`src/rtl/robo_pkg.sv`:
```
// Shared types and constants for the left-hand wall-following robot controller.
// Heading codes describe the grid map and are used by map models around the controller.
package robo_pkg;

  typedef enum logic [2:0] {
    SEARCH  = 3'd0,
    FOLLOW  = 3'd1,
    AFTER_L = 3'd2,
    TURN_R  = 3'd3,
    REMOVE  = 3'd4,
    DONE    = 3'd5
  } state_t;

  typedef enum logic [1:0] {
    CMD_NONE     = 2'd0,
    CMD_AVANCAR  = 2'd1,
    CMD_GIRAR    = 2'd2,
    CMD_RECOLHER = 2'd3
  } cmd_t;

  localparam logic [1:0] HEAD_N = 2'd0;
  localparam logic [1:0] HEAD_S = 2'd1;
  localparam logic [1:0] HEAD_L = 2'd2;
  localparam logic [1:0] HEAD_O = 2'd3;

  // Heading after one counter-clockwise quarter turn: N -> O -> S -> L -> N.
  function automatic logic [1:0] heading_after_left(input logic [1:0] h);
    logic [1:0] r;
    case (h)
      HEAD_N:  r = HEAD_O;
      HEAD_O:  r = HEAD_S;
      HEAD_S:  r = HEAD_L;
      HEAD_L:  r = HEAD_N;
      default: r = HEAD_N;
    endcase
    return r;
  endfunction

endpackage

```
`src/rtl/robo.sv`:
```
// Left-hand wall-following controller: one registered command per cycle
// (advance, rotate left, or remove debris), chosen from four cell sensors.
module robo
  import robo_pkg::*;
#(
  parameter int TURN_CNT_W = 2
) (
  input  logic clock,
  input  logic reset,
  input  logic head,
  input  logic left,
  input  logic under,
  input  logic barrier,
  output logic avancar,
  output logic girar,
  output logic recolher_entulho
);

  // A right turn is one left turn now plus this many more from TURN_R.
  localparam logic [TURN_CNT_W-1:0] TURN_LOAD = TURN_CNT_W'(2'd2);
  localparam logic [TURN_CNT_W-1:0] TURN_ONE  = TURN_CNT_W'(1'b1);

  state_t                state_r;
  state_t                state_nxt_s;
  logic [TURN_CNT_W-1:0] cnt_r;
  logic [TURN_CNT_W-1:0] cnt_nxt_s;
  logic                  left_start_r;
  logic                  left_start_nxt_s;
  logic                  wall_r;
  logic                  wall_nxt_s;
  cmd_t                  cmd_s;

  // Next-state and command selection in global priority order.
  always_comb begin
    state_nxt_s      = state_r;
    cnt_nxt_s        = cnt_r;
    cmd_s            = CMD_NONE;
    left_start_nxt_s = left_start_r | ~under;

    if (state_r == DONE) begin
      state_nxt_s = DONE;
    end else if (under && left_start_r) begin
      state_nxt_s = DONE;
    end else if (barrier) begin
      state_nxt_s = REMOVE;
      cmd_s       = CMD_RECOLHER;
    end else begin
      case (state_r)
        SEARCH: begin
          if (head) begin
            cmd_s       = CMD_GIRAR;
            cnt_nxt_s   = TURN_LOAD;
            state_nxt_s = TURN_R;
          end else if (left) begin
            cmd_s       = CMD_AVANCAR;
            state_nxt_s = FOLLOW;
          end else begin
            cmd_s       = CMD_AVANCAR;
          end
        end
        FOLLOW: begin
          if (!left) begin
            cmd_s       = CMD_GIRAR;
            state_nxt_s = AFTER_L;
          end else if (!head) begin
            cmd_s       = CMD_AVANCAR;
          end else begin
            cmd_s       = CMD_GIRAR;
            cnt_nxt_s   = TURN_LOAD;
            state_nxt_s = TURN_R;
          end
        end
        AFTER_L: begin
          if (!head) begin
            cmd_s       = CMD_AVANCAR;
            state_nxt_s = FOLLOW;
          end else begin
            cmd_s       = CMD_GIRAR;
            cnt_nxt_s   = TURN_LOAD;
            state_nxt_s = TURN_R;
          end
        end
        TURN_R: begin
          cmd_s = CMD_GIRAR;
          // A corrupted zero count also exits rather than wrapping.
          if (cnt_r <= TURN_ONE) begin
            cnt_nxt_s   = '0;
            state_nxt_s = FOLLOW;
          end else begin
            cnt_nxt_s   = cnt_r - TURN_ONE;
          end
        end
        REMOVE: begin
          if (wall_r) begin
            state_nxt_s = FOLLOW;
          end else begin
            state_nxt_s = SEARCH;
          end
        end
        default: begin
          state_nxt_s = SEARCH;
          cnt_nxt_s   = '0;
        end
      endcase
    end

    wall_nxt_s = wall_r | (state_nxt_s inside {FOLLOW, AFTER_L, TURN_R});
  end

  // State, flags and registered one-hot command outputs.
  always_ff @(posedge clock) begin
    if (reset) begin
      state_r          <= SEARCH;
      cnt_r            <= '0;
      left_start_r     <= 1'b0;
      wall_r           <= 1'b0;
      avancar          <= 1'b0;
      girar            <= 1'b0;
      recolher_entulho <= 1'b0;
    end else begin
      state_r          <= state_nxt_s;
      cnt_r            <= cnt_nxt_s;
      left_start_r     <= left_start_nxt_s;
      wall_r           <= wall_nxt_s;
      avancar          <= (cmd_s == CMD_AVANCAR);
      girar            <= (cmd_s == CMD_GIRAR);
      recolher_entulho <= (cmd_s == CMD_RECOLHER);
    end
  end

endmodule

```
`config.mk`:
```
export PLATFORM = sky130hd
export DESIGN_NAME = robo
export DESIGN_NICKNAME = d
export VERILOG_FILES = /design/src/rtl/robo_pkg.sv /design/src/rtl/robo.sv
export SDC_FILE = /design/constraint.sdc
export NUM_CORES = 1
export LEC_CHECK = 0
export CORE_AREA = 2 2 39 41
export DETAILED_ROUTE_END_ITERATION = 8
export DIE_AREA = 0 0 41 43
export PLACE_DENSITY_LB_ADDON = 0.25
export SKIP_LAST_GASP = 1
export SLEW_MARGIN = 20
export SYNTH_ARGS = -nofsm -noshare
export SYNTH_HDL_FRONTEND = slang
export SYNTH_SLANG_ARGS = --single-unit
```
`constraint.sdc`:
```
create_clock -name clock -period 1.45 [get_ports clock]
set_input_delay 0.29 -clock clock [delete_from_list [all_inputs] [get_ports clock]]
set_output_delay 0.29 -clock clock [all_outputs]
set_load 0.01 [all_outputs]
```
### Word-level counts from Yosys, hierarchy flattened

Cells that the tools add are included.

| word-level totals | value |
|---|---|
| register bits | 10 |
| input port bits | 6 |
| output and inout port bits | 3 |
| word-level logic and storage cells | 54 |

| cells by class | value |
|---|---|
| add/sub/neg operators | 1 |
| $lt $le $gt $ge | 1 |
| eq/ne operators | 12 |
| multiplexer cells | 21 |
| bitwise operators | 7 |
| reduce and logical (&&, ||, !) cells | 5 |

Operators by type and width:

| operator | number |
|---|---|
| two-way mux 3 bit | 8 |
| two-way mux 2 bit | 9 |
| case mux 3 bit (5 select lines) | 1 |
| == test 3 x 2 -> 1 bit (second input constant) | 4 |
| case mux 2 bit (4 select lines) | 1 |
| == test 3 x 1 -> 1 bit (second input constant) | 2 |
| == test 3 bit (second input constant) | 2 |
| case mux 2 bit (3 select lines) | 1 |
| NOT 1 bit | 5 |
| AND reduction 5 bit | 1 |
| == test 2 bit (second input constant) | 2 |
| logical NOT 3 bit | 1 |
| nonzero test 3 bit | 1 |
| == test 2 x 1 -> 1 bit (second input constant) | 1 |
| <= comparator 2 x 1 -> 1 bit (second input constant) | 1 |
| inequality test 2 bit (second input constant) | 1 |
| bitwise OR 1 bit | 2 |
| OR reduction 2 bit | 1 |
| subtractor 2 x 1 -> 2 bit (second input constant) | 1 |
| logical AND 1 bit | 1 |
| two-way mux 1 bit | 1 |

### Logic depth before layout (Yosys ltp)

| depth | value |
|---|---|
| depth in word-level cells | 9 |
| mapped depth | 5 |
| depth with buffers taken out | 4 |

### Least setup slack after synthesis

OpenSTA, ideal clock, no wires.

| timing | value |
|---|---|
| path kind | reg2reg |
| start point | register state_r[1] |
| end point | register cnt_r[1] |
| setup time | 0.119 ns |
| arrival | 1.226 ns |
| required time | 1.331 ns |
| setup slack | 0.106 ns |
| cell stages (with the launch flop) | 6 |
| path buffers | 1 |
| period minus slack after synthesis | 1.344 ns |
| cells stage by stage | dfxtp_1 -> buf_6 -> nand3b_4 -> nand2_4 -> or3_4 -> o221a_1 |

| on the way | value |
|---|---|
| word-level cells in the longest chain between the ends | 3 |
| elaborated cells between the ends (all ways) | 12 |
| classes of those cells | 6 x eq/ne; 1 x mux; 2 x bitwise; 3 x reduce/logical |

Ends and longest elaborated chain:

| element | RTL line | text |
|---|---|---|
| start: declaration | robo.sv:23 | `state_t state_r;` |
| start signal: assignment | robo.sv:121 | `state_r <= state_nxt_s;` |
| == test 3 x 2 -> 1 bit, or another cell as far along | robo.sv:48 | `case (state_r)` |
| OR reduction 2 bit (no source line), or another cell as far along | - |  |
| case mux 2 bit (4 select lines) / AND reduction 5 bit (equally long branches) | - |  |
| end signal: assignment | robo.sv:122 | `cnt_r <= cnt_nxt_s;` |
| end: declaration | robo.sv:25 | `logic [TURN_CNT_W-1:0] cnt_r;` |

Several ways; a longest one is shown, not always the timed one.
A chain may end at the register's enable or synchronous reset.

### Worst setup path in the final report

| timing | value |
|---|---|
| start point | input under |
| end point | register cnt_r[1] |

| on the way | value |
|---|---|
| word-level cells in the longest chain between the ends | 3 |

Ends and longest elaborated chain:

| element | RTL line | text |
|---|---|---|
| start: declaration | robo.sv:12 | `input logic under,` |
| logical AND 1 bit | robo.sv:42 | `end else if (under && left_start_r) begin` |
| NOT 1 bit (no source line) | - |  |
| AND reduction 5 bit (no source line) | - |  |

No other way between the ends.

==> run_results.csv <==
group,metric,value,unit
run_status,status,"complete, but fails checks",
run_status,violations,"negative setup slack",
placed_design,port-buffer-count,8,
die,core,0.00138,sq mm
power,power_density,878,mW/mm^2
die,initial_core_util,38.9,%
layout,post-route-cell-area,748,sq um
cts,root_buffer,"clkbuf_4",
global_routing,grt_pass1_vias,426,
worst_setup_path,cp_max_fo,3,
power,p_leak,0.000326,uW
logic_synthesis,yosys_warnings,0,
worst_setup_path,reg2reg_depth,5,
hold_path,min_to,"wall_r$_SDFF_PP0_",
logic_synthesis,syn-instance-count,57,
placed_design,place_hpwl,853,microns
logic_synthesis,synth_cell_types,29,
worst_setup_path,criticalPathCategory,"in -> reg",
sta,finalWorstSetupSlack,-12.3,ps
cts,ctsHtreeMaxLevel,1,
drt,drtAntennaViolNets,0,
placed_design,gp_congestion,0.785,
worst_setup_path,endpoint_kind,"flip-flop",
placed_design,place_ws,-305,ps
layout,drive_above_1_share,34.2,%
cts,cts_tree,"done",
worst_setup_path,required,1600,ps
global_routing,grt_pass1_wl,1.81,mm
hold_path,hold_depth,2,
global_routing,antenna_found_initial,0,
sta,slew_headroom,73.0,%
cts,post_cts_buffers,0,
sta,grt_setup_unrepaired,"yes",
hold_path,worstHoldPathType,"reg -> reg",
sta,setup_viol,1,
cts,clk_latency,260,ps
sta,worst_pin_slew,395,ps
global_routing,grtUsageTotal,15.8,%
cts,clk_path_buf_depth,2,
drt,dr.pass1.iters,4,
global_routing,grt_overflow,0,
sta,slew_viol_final,0,
sta,tns,-12.3,ps
placed_design,dpl_cell_area,707,sq um
worst_setup_path,rr_endpoint,"cnt_r[1]$_SDFFE_PP0P_",
sta,hold_viol_final,0,
sta,period_needed,1460,ps
drt,drtIter0Drc,5,
die,fp.dieW,41,microns
logic_synthesis,postSynthAreaPerCell,9.44,sq um
drt,drcViolationCount,0,
layout,diodes,0,
layout,fin_util,54.1,%
worst_setup_path,rr_startpoint,"state_r[0]$_SDFF_PP0_",
worst_setup_path,ff2ff_setup_slack,60,ps
layout,finalNetCount,87,
power,peakVddDrop,628,uV
logic_synthesis,ys_seq_elements,10,
hold_path,hold_path.startpoint,"wall_r$_SDFF_PP0_",
cts,cts_num_sinks,10,
die,die_h,43,microns
worst_setup_path,worstSetupStartpointType,"primary input",
worst_setup_path,crit_chain,"clkdlybuf4s50_1 > a21oi_4 > nand2_4 > or3_4 > o221a_1",
cts,clk_pin_slew_worst_paths,60,ps
logic_synthesis,synth_seq_area_share,37.2,%
layout,syn2layout_area_growth,39.1,%
global_routing,grt_max_degree,10,
sta,clock_skew,1.91,ps
die,rows,14,
drt,wl,1.12,mm
run,drv_cap,0,
drt,vias,504,
die,num_io_pins,9,
drt,viasPerCell,5.31,
drt,wire_per_inst,11.8,microns
cts,numCtsBuffers,3,
worst_setup_path,cp_slowest_stage_delay,460,ps
die,dieArea,0.00176,sq mm
sta,finalCritPeriodShare,101,%
sta,fmax,0.684,GHz
worst_setup_path,cp_data_arrival_time,1610,ps
worst_setup_path,cp_slowest_cell,"clkdlybuf4s50_1",
logic_synthesis,synth_nets,63,
logic_synthesis,netlist_area,538,sq um
[cell usage after synthesis (all sizes together)]
library cell	n	area, sq um
nor2	2	7.51
o21bai	1	7.51
nand3	2	10.0
o221a	1	11.3
a211oi	2	15.0
a21oi	4	31.3
dfxtp	10	200
o21ai	2	10.0
clkbuf	1	13.8
buf	2	22.5
or3	1	11.3
nor4b	1	8.76
nand3b	1	20.0
nand2	6	30.0
inv	6	22.5
a2111oi	1	8.76
o41ai	1	16.3
a21o	1	7.51
a31oi	3	18.8
nor2b	1	6.26
nand4bb	1	11.3
nor4	2	12.5
o311ai	2	17.5
nor3	1	5.00
nand2b	2	12.5
[worst max-delay path, delay by kind of cell]
kind / cells / cell delay, ps
buffers and inverters: 1 / 460
AO/OA/AOI/OAI: 2 / 420
AND/OR/NAND/NOR: 2 / 450
[registers in the layout (all words and copies together), names as in the netlist]
register and flops:
girar 1, left_start_r 1, recolher_entulho 1, cnt_r 2
avancar 1, wall_r 1, state_r 3
[layout by cell type, fill, tap and decap left out, drive strengths merged]
master and instances:
or3 1, nand3b 1, o21ai 2, o311ai 2, o41ai 1, a31oi 3, dlygate4sd2 2, nand2 6
nand3 2, clkbuf 3, nor3 1, a2111oi 1, o21bai 1, inv 6, o221a 1, nor4b 1
nor4 2, nand2b 2, buf 14, a21o 1, nand4bb 1, dfxtp 10, nor2b 1, nor2 2
a21oi 4, a211oi 2, clkdlybuf4s50 6
[stage by stage]
stage                     hold WS [ps]  std cells  total power (uW)
final                              466         95               657
after global routing               493         95               703
after CTS                          473         95               663
after detailed placement           457         92               472
after global placement             458         92               471
after floorplan                    359         57               402
[layer usage]
metal / GRT usage, % / up-vias / part of all wire [%]
met1: 21.8 / 237 / 52
met5: 0 / - / 0
met4: 6.00 / 0 / 0.89
li1: - / 258 / -
met3: 9.42 / 2 / 3.8
met2: 19.7 / 7 / 43
[final cells by class]
type	count	area, sq um
clock buffers	3	22.5
inverters	6	22.5
fillers	138	636
multi-input cells	38	299
repair buffers	22	183
flip-flops and latches	10	201
well taps	16	20.0
[how the worst max path moves through the flow]
stage,slack (ps),endpoint,cells after the start,start
detailed placement,-310,cnt_r[1]$_SDFFE_PP0P_,5,under
finish,-10,cnt_r[1]$_SDFFE_PP0P_,5,under
global placement,-300,cnt_r[1]$_SDFFE_PP0P_,5,under
global route,-40,cnt_r[1]$_SDFFE_PP0P_,5,left
CTS,2,cnt_r[1]$_SDFFE_PP0P_,5,under
floorplan,110,cnt_r[1]$_SDFFE_PP0P_,5,state_r[1]$_SDFF_PP0_
[logic make-up after synthesis]
kind of cell	count (synthesis)	synth area share (%)
flops	10	37.2
simple gates	20	25.1
compound gates	18	26.7
buf+inv	9	10.9
[power breakdown]
part / total (uW) / internal, uW / switching, uW
logic: 162 / 89.2 / 72.6
registers: 312 / 293 / 18.4
clock network: 183 / 95.6 / 87.8
[what timing repair did]
action	in CTS	in global routing
gates resized for setup	4	3
hold buffers	0	0
endpoints found under the setup margin	1	3
endpoints found under the hold margin	0	0
pin swaps	1	0
Note: power is estimated with default switching activity, not from simulation.
